--- src/rtl/reservation_station_pkg.sv ---
// Shared widths, the empty-tag constant and the per-entry state encoding
// for the reservation station.
package reservation_station_pkg;
  localparam int TAG_W  = 3;
  localparam int DATA_W = 32;
  localparam logic [TAG_W-1:0] NO_TAG = 3'd0;

  typedef enum logic [1:0] {
    ST_FREE      = 2'd0,
    ST_WAITING   = 2'd1,
    ST_READY     = 2'd2,
    ST_EXECUTING = 2'd3
  } entry_state_t;
endpackage

--- src/rtl/reservation_station_if.sv ---
// Dispatch, common-data-bus snoop and functional-unit issue signals of the
// reservation station; the station itself is the slave side.
interface reservation_station_if;
  import reservation_station_pkg::*;

  logic              dispatch_valid;
  logic              dispatch_ready;
  logic [TAG_W-1:0]  qj;
  logic [TAG_W-1:0]  qk;
  logic [DATA_W-1:0] vj;
  logic [DATA_W-1:0] vk;
  logic [TAG_W-1:0]  dispatch_tag;
  logic              bus_valid;
  logic [TAG_W-1:0]  bus_tag;
  logic [DATA_W-1:0] bus_value;
  logic              fu_ready;
  logic              new_instruction;
  logic [DATA_W-1:0] a;
  logic [DATA_W-1:0] b;
  logic [TAG_W-1:0]  instruction_tag;

  modport master (
    output dispatch_valid, qj, qk, vj, vk, bus_valid, bus_tag, bus_value, fu_ready,
    input  dispatch_ready, dispatch_tag, new_instruction, a, b, instruction_tag
  );

  modport slave (
    input  dispatch_valid, qj, qk, vj, vk, bus_valid, bus_tag, bus_value, fu_ready,
    output dispatch_ready, dispatch_tag, new_instruction, a, b, instruction_tag
  );
endinterface

--- src/rtl/reservation_station_rs_entry.sv ---
// One reservation-station entry: state, operand tags/values, dispatch-time
// bypass from the bus and bus snooping while waiting or executing.
module rs_entry
  import reservation_station_pkg::*;
#(
  parameter logic [TAG_W-1:0] TAG = 3'd1
) (
  input  logic              clk,
  input  logic              rst,
  input  logic              dispatch_en,
  input  logic [TAG_W-1:0]  qj,
  input  logic [TAG_W-1:0]  qk,
  input  logic [DATA_W-1:0] vj,
  input  logic [DATA_W-1:0] vk,
  input  logic              bus_valid,
  input  logic [TAG_W-1:0]  bus_tag,
  input  logic [DATA_W-1:0] bus_value,
  input  logic              issue_en,
  output entry_state_t      state,
  output entry_state_t      state_next,
  output logic [DATA_W-1:0] val_j,
  output logic [DATA_W-1:0] val_k
);
  entry_state_t      state_r;
  logic [TAG_W-1:0]  qj_r, qk_r, qj_n, qk_n;
  logic [DATA_W-1:0] vj_r, vk_r, vj_n, vk_n;
  logic              hit_j_s, hit_k_s;

  // Next entry contents: bypass on dispatch, capture while waiting, free on own broadcast
  always_comb begin
    state_next = state_r;
    qj_n       = qj_r;
    qk_n       = qk_r;
    vj_n       = vj_r;
    vk_n       = vk_r;
    hit_j_s    = 1'b0;
    hit_k_s    = 1'b0;
    case (state_r)
      ST_FREE: begin
        if (dispatch_en) begin
          hit_j_s    = bus_valid && (qj != NO_TAG) && (bus_tag == qj);
          hit_k_s    = bus_valid && (qk != NO_TAG) && (bus_tag == qk);
          qj_n       = hit_j_s ? NO_TAG : qj;
          qk_n       = hit_k_s ? NO_TAG : qk;
          vj_n       = hit_j_s ? bus_value : ((qj == NO_TAG) ? vj : {DATA_W{1'b0}});
          vk_n       = hit_k_s ? bus_value : ((qk == NO_TAG) ? vk : {DATA_W{1'b0}});
          state_next = ((qj_n == NO_TAG) && (qk_n == NO_TAG)) ? ST_READY : ST_WAITING;
        end else begin
          state_next = ST_FREE;
        end
      end
      ST_WAITING: begin
        hit_j_s    = bus_valid && (bus_tag != NO_TAG) && (qj_r == bus_tag);
        hit_k_s    = bus_valid && (bus_tag != NO_TAG) && (qk_r == bus_tag);
        qj_n       = hit_j_s ? NO_TAG : qj_r;
        qk_n       = hit_k_s ? NO_TAG : qk_r;
        vj_n       = hit_j_s ? bus_value : vj_r;
        vk_n       = hit_k_s ? bus_value : vk_r;
        state_next = ((qj_n == NO_TAG) && (qk_n == NO_TAG)) ? ST_READY : ST_WAITING;
      end
      ST_READY: begin
        state_next = issue_en ? ST_EXECUTING : ST_READY;
      end
      ST_EXECUTING: begin
        if (bus_valid && (bus_tag == TAG)) begin
          state_next = ST_FREE;
          qj_n       = NO_TAG;
          qk_n       = NO_TAG;
          vj_n       = {DATA_W{1'b0}};
          vk_n       = {DATA_W{1'b0}};
        end else begin
          state_next = ST_EXECUTING;
        end
      end
      default: begin
        state_next = ST_FREE;
      end
    endcase
  end

  // Entry state register
  always_ff @(posedge clk or posedge rst) begin
    if (rst) begin
      state_r <= ST_FREE;
      qj_r    <= NO_TAG;
      qk_r    <= NO_TAG;
      vj_r    <= {DATA_W{1'b0}};
      vk_r    <= {DATA_W{1'b0}};
    end else begin
      state_r <= state_next;
      qj_r    <= qj_n;
      qk_r    <= qk_n;
      vj_r    <= vj_n;
      vk_r    <= vk_n;
    end
  end

  assign state = state_r;
  assign val_j = vj_r;
  assign val_k = vk_r;
endmodule

--- src/rtl/reservation_station.sv ---
// Reservation station top: lowest-index FREE selection for dispatch,
// lowest-index READY selection for issue, and the registered FU outputs.
module reservation_station
  import reservation_station_pkg::*;
#(
  parameter int DEPTH    = 3,
  parameter int TAG_BASE = 1
) (
  input logic                  clk,
  input logic                  rst,
  reservation_station_if.slave rs
);
  localparam int IDX_W = 3;

  entry_state_t      state_s      [DEPTH];
  entry_state_t      state_next_s [DEPTH];
  logic [DATA_W-1:0] val_j_s      [DEPTH];
  logic [DATA_W-1:0] val_k_s      [DEPTH];
  logic [DEPTH-1:0]  dispatch_en_s;
  logic [DEPTH-1:0]  issue_en_s;

  logic              any_exec_s, any_ready_s, any_free_next_s, issue_s;
  logic [IDX_W-1:0]  ready_idx_s, free_idx_next_s;
  logic [DATA_W-1:0] sel_j_s, sel_k_s;

  logic              dispatch_ready_r;
  logic [IDX_W-1:0]  dispatch_idx_r;
  logic [TAG_W-1:0]  dispatch_tag_r;
  logic              new_instruction_r;
  logic [DATA_W-1:0] a_r, b_r;
  logic [TAG_W-1:0]  instruction_tag_r;

  for (genvar g = 0; g < DEPTH; g++) begin : g_entry
    assign dispatch_en_s[g] = rs.dispatch_valid && dispatch_ready_r && (dispatch_idx_r == IDX_W'(g));
    assign issue_en_s[g]    = issue_s && (ready_idx_s == IDX_W'(g));

    rs_entry #(.TAG(TAG_W'(TAG_BASE + g))) u_entry (
      .clk        (clk),
      .rst        (rst),
      .dispatch_en(dispatch_en_s[g]),
      .qj         (rs.qj),
      .qk         (rs.qk),
      .vj         (rs.vj),
      .vk         (rs.vk),
      .bus_valid  (rs.bus_valid),
      .bus_tag    (rs.bus_tag),
      .bus_value  (rs.bus_value),
      .issue_en   (issue_en_s[g]),
      .state      (state_s[g]),
      .state_next (state_next_s[g]),
      .val_j      (val_j_s[g]),
      .val_k      (val_k_s[g])
    );
  end

  // Priority scan (descending so the lowest index wins) for issue and next dispatch slot
  always_comb begin
    any_exec_s      = 1'b0;
    any_ready_s     = 1'b0;
    any_free_next_s = 1'b0;
    ready_idx_s     = 3'd0;
    free_idx_next_s = 3'd0;
    sel_j_s         = {DATA_W{1'b0}};
    sel_k_s         = {DATA_W{1'b0}};
    for (int i = DEPTH - 1; i >= 0; i--) begin
      any_exec_s = any_exec_s | (state_s[i] == ST_EXECUTING);
      if (state_s[i] == ST_READY) begin
        any_ready_s = 1'b1;
        ready_idx_s = IDX_W'(i);
        sel_j_s     = val_j_s[i];
        sel_k_s     = val_k_s[i];
      end else begin
        any_ready_s = any_ready_s;
      end
      if (state_next_s[i] == ST_FREE) begin
        any_free_next_s = 1'b1;
        free_idx_next_s = IDX_W'(i);
      end else begin
        any_free_next_s = any_free_next_s;
      end
    end
    issue_s = rs.fu_ready && !any_exec_s && any_ready_s;
  end

  // Registered dispatch status and FU issue outputs
  always_ff @(posedge clk or posedge rst) begin
    if (rst) begin
      dispatch_ready_r  <= 1'b1;
      dispatch_idx_r    <= 3'd0;
      dispatch_tag_r    <= TAG_W'(TAG_BASE);
      new_instruction_r <= 1'b0;
      a_r               <= {DATA_W{1'b0}};
      b_r               <= {DATA_W{1'b0}};
      instruction_tag_r <= NO_TAG;
    end else begin
      dispatch_ready_r  <= any_free_next_s;
      dispatch_idx_r    <= free_idx_next_s;
      dispatch_tag_r    <= TAG_W'(TAG_BASE) + free_idx_next_s;
      new_instruction_r <= issue_s;
      if (issue_s) begin
        a_r               <= sel_j_s;
        b_r               <= sel_k_s;
        instruction_tag_r <= TAG_W'(TAG_BASE) + ready_idx_s;
      end else begin
        a_r               <= a_r;
        b_r               <= b_r;
        instruction_tag_r <= instruction_tag_r;
      end
    end
  end

  assign rs.dispatch_ready  = dispatch_ready_r;
  assign rs.dispatch_tag    = dispatch_tag_r;
  assign rs.new_instruction = new_instruction_r;
  assign rs.a               = a_r;
  assign rs.b               = b_r;
  assign rs.instruction_tag = instruction_tag_r;
endmodule

--- src/flat_wrapper.sv ---
// flat-port wrapper written by rule: the top's interface ports become plain ports
module reservation_station_flat import reservation_station_pkg::*;
#(
  parameter int DEPTH    = 3,
  parameter int TAG_BASE = 1
)
  (clk, rst, rs_dispatch_valid, rs_qj, rs_qk, rs_vj, rs_vk, rs_bus_valid, rs_bus_tag, rs_bus_value, rs_fu_ready, rs_dispatch_ready, rs_dispatch_tag, rs_new_instruction, rs_a, rs_b, rs_instruction_tag);
  reservation_station_if rs_i ();
  input logic clk;
  input logic rst;
  input wire logic [$bits(rs_i.dispatch_valid)-1:0] rs_dispatch_valid;
  input wire logic [$bits(rs_i.qj)-1:0] rs_qj;
  input wire logic [$bits(rs_i.qk)-1:0] rs_qk;
  input wire logic [$bits(rs_i.vj)-1:0] rs_vj;
  input wire logic [$bits(rs_i.vk)-1:0] rs_vk;
  input wire logic [$bits(rs_i.bus_valid)-1:0] rs_bus_valid;
  input wire logic [$bits(rs_i.bus_tag)-1:0] rs_bus_tag;
  input wire logic [$bits(rs_i.bus_value)-1:0] rs_bus_value;
  input wire logic [$bits(rs_i.fu_ready)-1:0] rs_fu_ready;
  output wire logic [$bits(rs_i.dispatch_ready)-1:0] rs_dispatch_ready;
  output wire logic [$bits(rs_i.dispatch_tag)-1:0] rs_dispatch_tag;
  output wire logic [$bits(rs_i.new_instruction)-1:0] rs_new_instruction;
  output wire logic [$bits(rs_i.a)-1:0] rs_a;
  output wire logic [$bits(rs_i.b)-1:0] rs_b;
  output wire logic [$bits(rs_i.instruction_tag)-1:0] rs_instruction_tag;
  assign rs_i.dispatch_valid = rs_dispatch_valid;
  assign rs_i.qj = rs_qj;
  assign rs_i.qk = rs_qk;
  assign rs_i.vj = rs_vj;
  assign rs_i.vk = rs_vk;
  assign rs_i.bus_valid = rs_bus_valid;
  assign rs_i.bus_tag = rs_bus_tag;
  assign rs_i.bus_value = rs_bus_value;
  assign rs_i.fu_ready = rs_fu_ready;
  assign rs_dispatch_ready = rs_i.dispatch_ready;
  assign rs_dispatch_tag = rs_i.dispatch_tag;
  assign rs_new_instruction = rs_i.new_instruction;
  assign rs_a = rs_i.a;
  assign rs_b = rs_i.b;
  assign rs_instruction_tag = rs_i.instruction_tag;
  reservation_station #(.DEPTH(DEPTH), .TAG_BASE(TAG_BASE)) u_core (.clk(clk), .rst(rst), .rs(rs_i));
endmodule
--- config.mk ---
export PLATFORM = sky130hd
export DESIGN_NAME = reservation_station_flat
export DESIGN_NICKNAME = d
export VERILOG_FILES = /design/src/rtl/reservation_station_pkg.sv /design/src/rtl/reservation_station_if.sv /design/src/rtl/reservation_station_rs_entry.sv /design/src/rtl/reservation_station.sv /design/src/flat_wrapper.sv
export SDC_FILE = /design/constraint.sdc
export NUM_CORES = 1
export LEC_CHECK = 0
export BUFFER_PORTS_ARGS = -buffer_cell sky130_fd_sc_hd__buf_2
export CAP_MARGIN = 20
export CORE_MARGIN = 3
export CORE_UTILIZATION = 50
export DETAILED_ROUTE_END_ITERATION = 7
export HOLD_SLACK_MARGIN = 0.02
export PLACE_DENSITY = 0.83
export SYNTH_ARGS = -nofsm -noshare
export SYNTH_HDL_FRONTEND = slang
export SYNTH_SLANG_ARGS = --single-unit
export TNS_END_PERCENT = 1
--- constraint.sdc ---
create_clock -name clk -period 8.8 [get_ports clk]
set_input_delay 1.32 -clock clk [delete_from_list [all_inputs] [get_ports clk]]
set_output_delay 1.32 -clock clk [all_outputs]
set_load 0.01 [all_outputs]
==> results.txt <==
----------------------------------------------------
[Status]
  Outcome ... complete, but fails checks
  Violations in the final reports ... DRC

[Placement]
  Count of buffers from port buffering ... around 180
  Placed Instance Area ... approximately 16000 µm²
  Placer's final routability congestion estimate ... just under 0.9
  DPL Wire Length ... a little under 30 mm

[Power and ir drop]
  Internal portion of total power ... ~0.0037 W
  Relative contribution of sequential cells to total power ... 0.373
  Share of total power in combinational logic ... 0.432
  Power density of the placed cells ... approximately 370 nW/µm²
  Cell leakage power ... between 7 and 8 nW
  Switching pwr ... roughly 0.0026 W
  Worst IR Drop VDD ... approximately 0.28 mV
  Proportion of total power due to net switching ... 0.413
  Part of the total power dissipated in the clock network ... 0.194

[Logic synthesis]
  Prevailing post-synth register cell ... dfrtp_1
  Syn Area/Cell ... 9.66 µm²
  EDFF count, synth ... 0
  Sequential element share of the synthesized area ... 0.490
  Warnings from Yosys ... 0
  Synth unique cells ... 63
  Synth Cell Area ... around 15000 µm²
  Ys async rst share ... 1.00
  Net Count, Synth ... 1643
  Post-Synthesis Cells ... 1532
  Synthesis-stage register bit count ... between 200 and 300

[Timing]
  Count of pins over their slew limit ... 0
  Fin crit period ... roughly 3400 ps
  Unrepaired setup endpoints after global routing ... false
  Accumulated negative setup slack ... 0 ps
  Max Freq ... 293 MHz
  Final period util ... 0.388
  Setup clock skew after layout ... between 15 and 20 ps
  Total count of hold-check failures in the final report ... 0
  Final-report setup violation count ... 0
  Tightest slew margin relative to the limit ... 0.258
  Slew of the pin with the lowest slew margin ... about 1100 ps

[Clocking]
  Register clock-pin slew on the reported worst setup and hold paths ... 60 ps
  Library cell used as clock root buffer ... clkbuf_16
  Max Root-Sink Buffers ... 3
  Sinks on the clock net ... 290
  Number of H-tree levels ... 1
  Source-to-sink clock delay at the later pin of the worst-skew pair ... 550 ps
  Hold buffers post-CTS ... 0
  Number of clock buffers inserted by TritonCTS ... 29
  Total setup buffers inserted after CTS ... 0
  Resize count post-CTS ... 0
  CTS tree ... built

[Layout]
  Syn-to-layout area delta ... 13.8%
  Final design instance area without fill ... approximately 17000 µm²
  Final #Nets ... roughly 1700
  Share of post-route cells with drive strength above 1 ... 0.221
  Final standard cell utilization of the core ... 0.582
  Count of fill cells added during filler insertion ... 2418

[Drt]
  Routed WL per cell ... around 23 µm
  Sum of routed wire length over all layers ... around 47 mm
  Via count normalized by instance count ... roughly 6.7
  Initial drt markers ... around 2300
  Iteration count of the initial detailed-routing pass ... 8
  Number of design rule violations left after detail routing ... 1
  Via count of the routed design ... around 14000
  Post-route ant nets ... 0

[Setup path]
  Number of cells on the worst reg-to-reg path ... 6
  Data arrival, critical path ... between 3000 and 4000 ps
  Worst Setup End Kind ... flop
  CP max FO ... 70
  Worst Path Class, Setup ... flop to flop
  Startpoint types ... flop
  FF-to-FF End ... u_core.rs.b[31]$_DFFE_PP0N_
  Internal reg-to-reg setup slack ... 5380 ps
  Worst Path Required ... 9260 ps
  Origin of the critical flop-to-flop path ... u_core.g_entry[0].u_entry.state[0]$_DFF_PP0_

[Global route]
  Global-route wire length before repair ... around 73 mm
  Total routing resource utilization after global routing ... 0.290
  Initial antenna violation count ... 9
  Final global-route overflow total ... 0
  Largest net degree at the start of global routing ... 180
  Number of global-route vias before repair ... 13100

[Floorplanning]
  Die X ... roughly 180 µm
  Vertical extent of the die ... around 180 µm
  Num rows ... a little over 60
  Total core area ... slightly below 30000 µm²
  Top-level I/O count ... about 180
  Initial standard-cell utilization of the core ... 0.512
  Die footprint ... about 32000 µm²

[Worst hold path]
  Endpoint of the worst hold-timing path ... u_core.rs.a[8]$_DFFE_PP0N_
  Hold_sp ... u_core.rs.a[8]$_DFFE_PP0N_
  Number of cells on the worst hold path ... 2
  Class of the most critical hold timing path ... flop to flop

[Run]
  Max-cap violations ... 0

----------------------------------------------------
-- per-stage QoR --
stage	power (W)	cells	hold WS, ps	setup slack, ps
after floorplan	0.00415	1532	459	3630
after global placement	0.00488	1975	458	4990
after detailed placement	0.00499	1975	465	4940
after CTS	0.00621	2027	478	5470
after global routing	0.00661	2034	500	5260
final	0.00627	2034	472	5380
-- sequential cells by signal (all words and copies together) (netlist names) --
name,flops
u_core.g_entry.u_entry.qj_r,9
u_core.dispatch_idx_r,2
u_core.g_entry.u_entry.state,6
u_core.rs.instruction_tag,3
u_core.rs.a,32
u_core.g_entry.u_entry.val_j,96
u_core.rs.dispatch_ready,1
u_core.rs.dispatch_tag,3
u_core.g_entry.u_entry.qk_r,9
u_core.rs.b,32
u_core.rs.new_instruction,1
u_core.g_entry.u_entry.val_k,96
-- worst max-delay path by stage --
stage,from,end,cells past startpoint
after floorplan,rst,u_core.dispatch_idx_r[0]$_DFF_PP0_,1
after global placement,rs_bus_tag[0],u_core.g_entry[2].u_entry.val_j[29]$_DFFE_PP0P_,7
after detailed placement,rs_bus_tag[0],u_core.g_entry[2].u_entry.val_j[29]$_DFFE_PP0P_,7
after CTS,u_core.g_entry[0].u_entry.state[0]$_DFF_PP0_,u_core.rs.b[31]$_DFFE_PP0N_,6
after global routing,u_core.g_entry[0].u_entry.state[0]$_DFF_PP0_,u_core.rs.b[16]$_DFFE_PP0N_,6
final,u_core.g_entry[0].u_entry.state[0]$_DFF_PP0_,u_core.rs.b[31]$_DFFE_PP0N_,6
-- cells in the mapped netlist, types with 2 or more instances --
master / n / area share
clkbuf_1: 104 / 0.026
nor3b_1: 2 / 0.0010
nor2_1: 49 / 0.012
a222oi_1: 64 / 0.043
mux2_2: 53 / 0.040
a21oi_1: 159 / 0.054
a31o_1: 2 / 0.0012
inv_1: 15 / 0.0038
o22a_1: 43 / 0.025
nor3_1: 7 / 0.0024
mux2_1: 2 / 0.0015
a221o_1: 3 / 0.0020
buf_1: 14 / 0.0035
dfrtp_1: 288 / 0.49
o21ai_1: 7 / 0.0024
nand3_1: 68 / 0.023
mux2_4: 27 / 0.027
a211oi_1: 2 / 0.0010
a311oi_1: 2 / 0.0012
a31oi_1: 16 / 0.0068
o21ai_0: 109 / 0.037
nand2_1: 258 / 0.065
o311ai_0: 3 / 0.0018
xnor2_1: 23 / 0.014
o21a_1: 22 / 0.011
or3_1: 5 / 0.0021
dfstp_2: 2 / 0.0035
nor4_1: 3 / 0.0013
a32oi_1: 19 / 0.011
buf_6: 6 / 0.0046
buf_2: 24 / 0.0081
nor4bb_1: 2 / 0.0014
o31ai_1: 5 / 0.0025
a32o_1: 15 / 0.010
and3_1: 4 / 0.0017
buf_4: 3 / 0.0015
o211ai_1: 21 / 0.011
and2_1: 9 / 0.0038
o2bb2ai_1: 47 / 0.028
nor2b_1: 2 / 0.00084
-- area by class of cell --
| type | instances | area, µm² | share of cell area |
|---|---|---|---|
| clock buffer | 40 | 837 | 0.0497 |
| tap | 384 | 480 | 0.0285 |
| clock inverter | 12 | 98.8 | 0.00586 |
| timing repair buffer | 211 | 1160 | 0.0690 |
| sequential | 290 | 7260 | 0.431 |
| multi-input combinational | 1075 | 6930 | 0.411 |
| inverter | 16 | 63.8 | 0.00379 |
| antenna | 6 | 15.0 | 0.000891 |
-- layout by cell type, fill, tap and decap left out, drive strengths merged, types with 6 or more instances in the layout --
cell,instances
dfrtp,288
nand2,259
buf,211
a21oi,159
o21ai,116
mux2,82
nand3,68
a222oi,64
nor2,49
o2bb2ai,47
o22a,43
clkbuf,40
xnor2,23
o21a,22
o211ai,21
a32oi,19
a31oi,16
a32o,15
inv,15
and2,10
clkinv,7
nor3,7
diode,6
o31ai,6
-- cell families (layout without fill, tap and decap cells) --
| family | Yosys count | count (layout) | synth area share |
|---|---|---|---|
| buffers and inverters | 167 | 279 | 0.0482 |
| AOI/OAI and AO/OA | 550 | 550 | 0.257 |
| muxes | 82 | 82 | 0.0692 |
| DFF | 290 | 290 | 0.490 |
| other | 0 | 6 | 0 |
| xor gates and xnor gates | 23 | 23 | 0.0136 |
| and+or+nand+nor | 419 | 419 | 0.121 |
| adders and majority gates | 1 | 1 | 0.000845 |
-- layer usage --
metal / track usage / wire (µm) / up-vias / part of all wire
met5: 0 / 39 / - / 0.00083
li1: - / - / 5870 / -
met3: 0.0692 / 5750 / 145 / 0.12
met2: 0.435 / 21100 / 942 / 0.45
met4: 0.115 / 1870 / 6 / 0.040
met1: 0.409 / 18400 / 6565 / 0.39
-- critical path: stages (launching register included) --
cell	delay [ps]
dfrtp_2	360
buf_4	720
nor2b_4	90
a2111oi_4	840
buf_4	730
a222oi_1	350
o21ai_0	230
-- power by group through the flow --
stage,registers [W],clock network (W),logic [W]
finish,0.00234,0.00122,0.00271
global route,0.00240,0.00128,0.00293
CTS,0.00232,0.00123,0.00266
detailed placement,0.00234,0,0.00265
global placement,0.00230,0,0.00258
floorplan,0.00227,0,0.00188
Note: power is estimated with default switching activity, not from simulation.
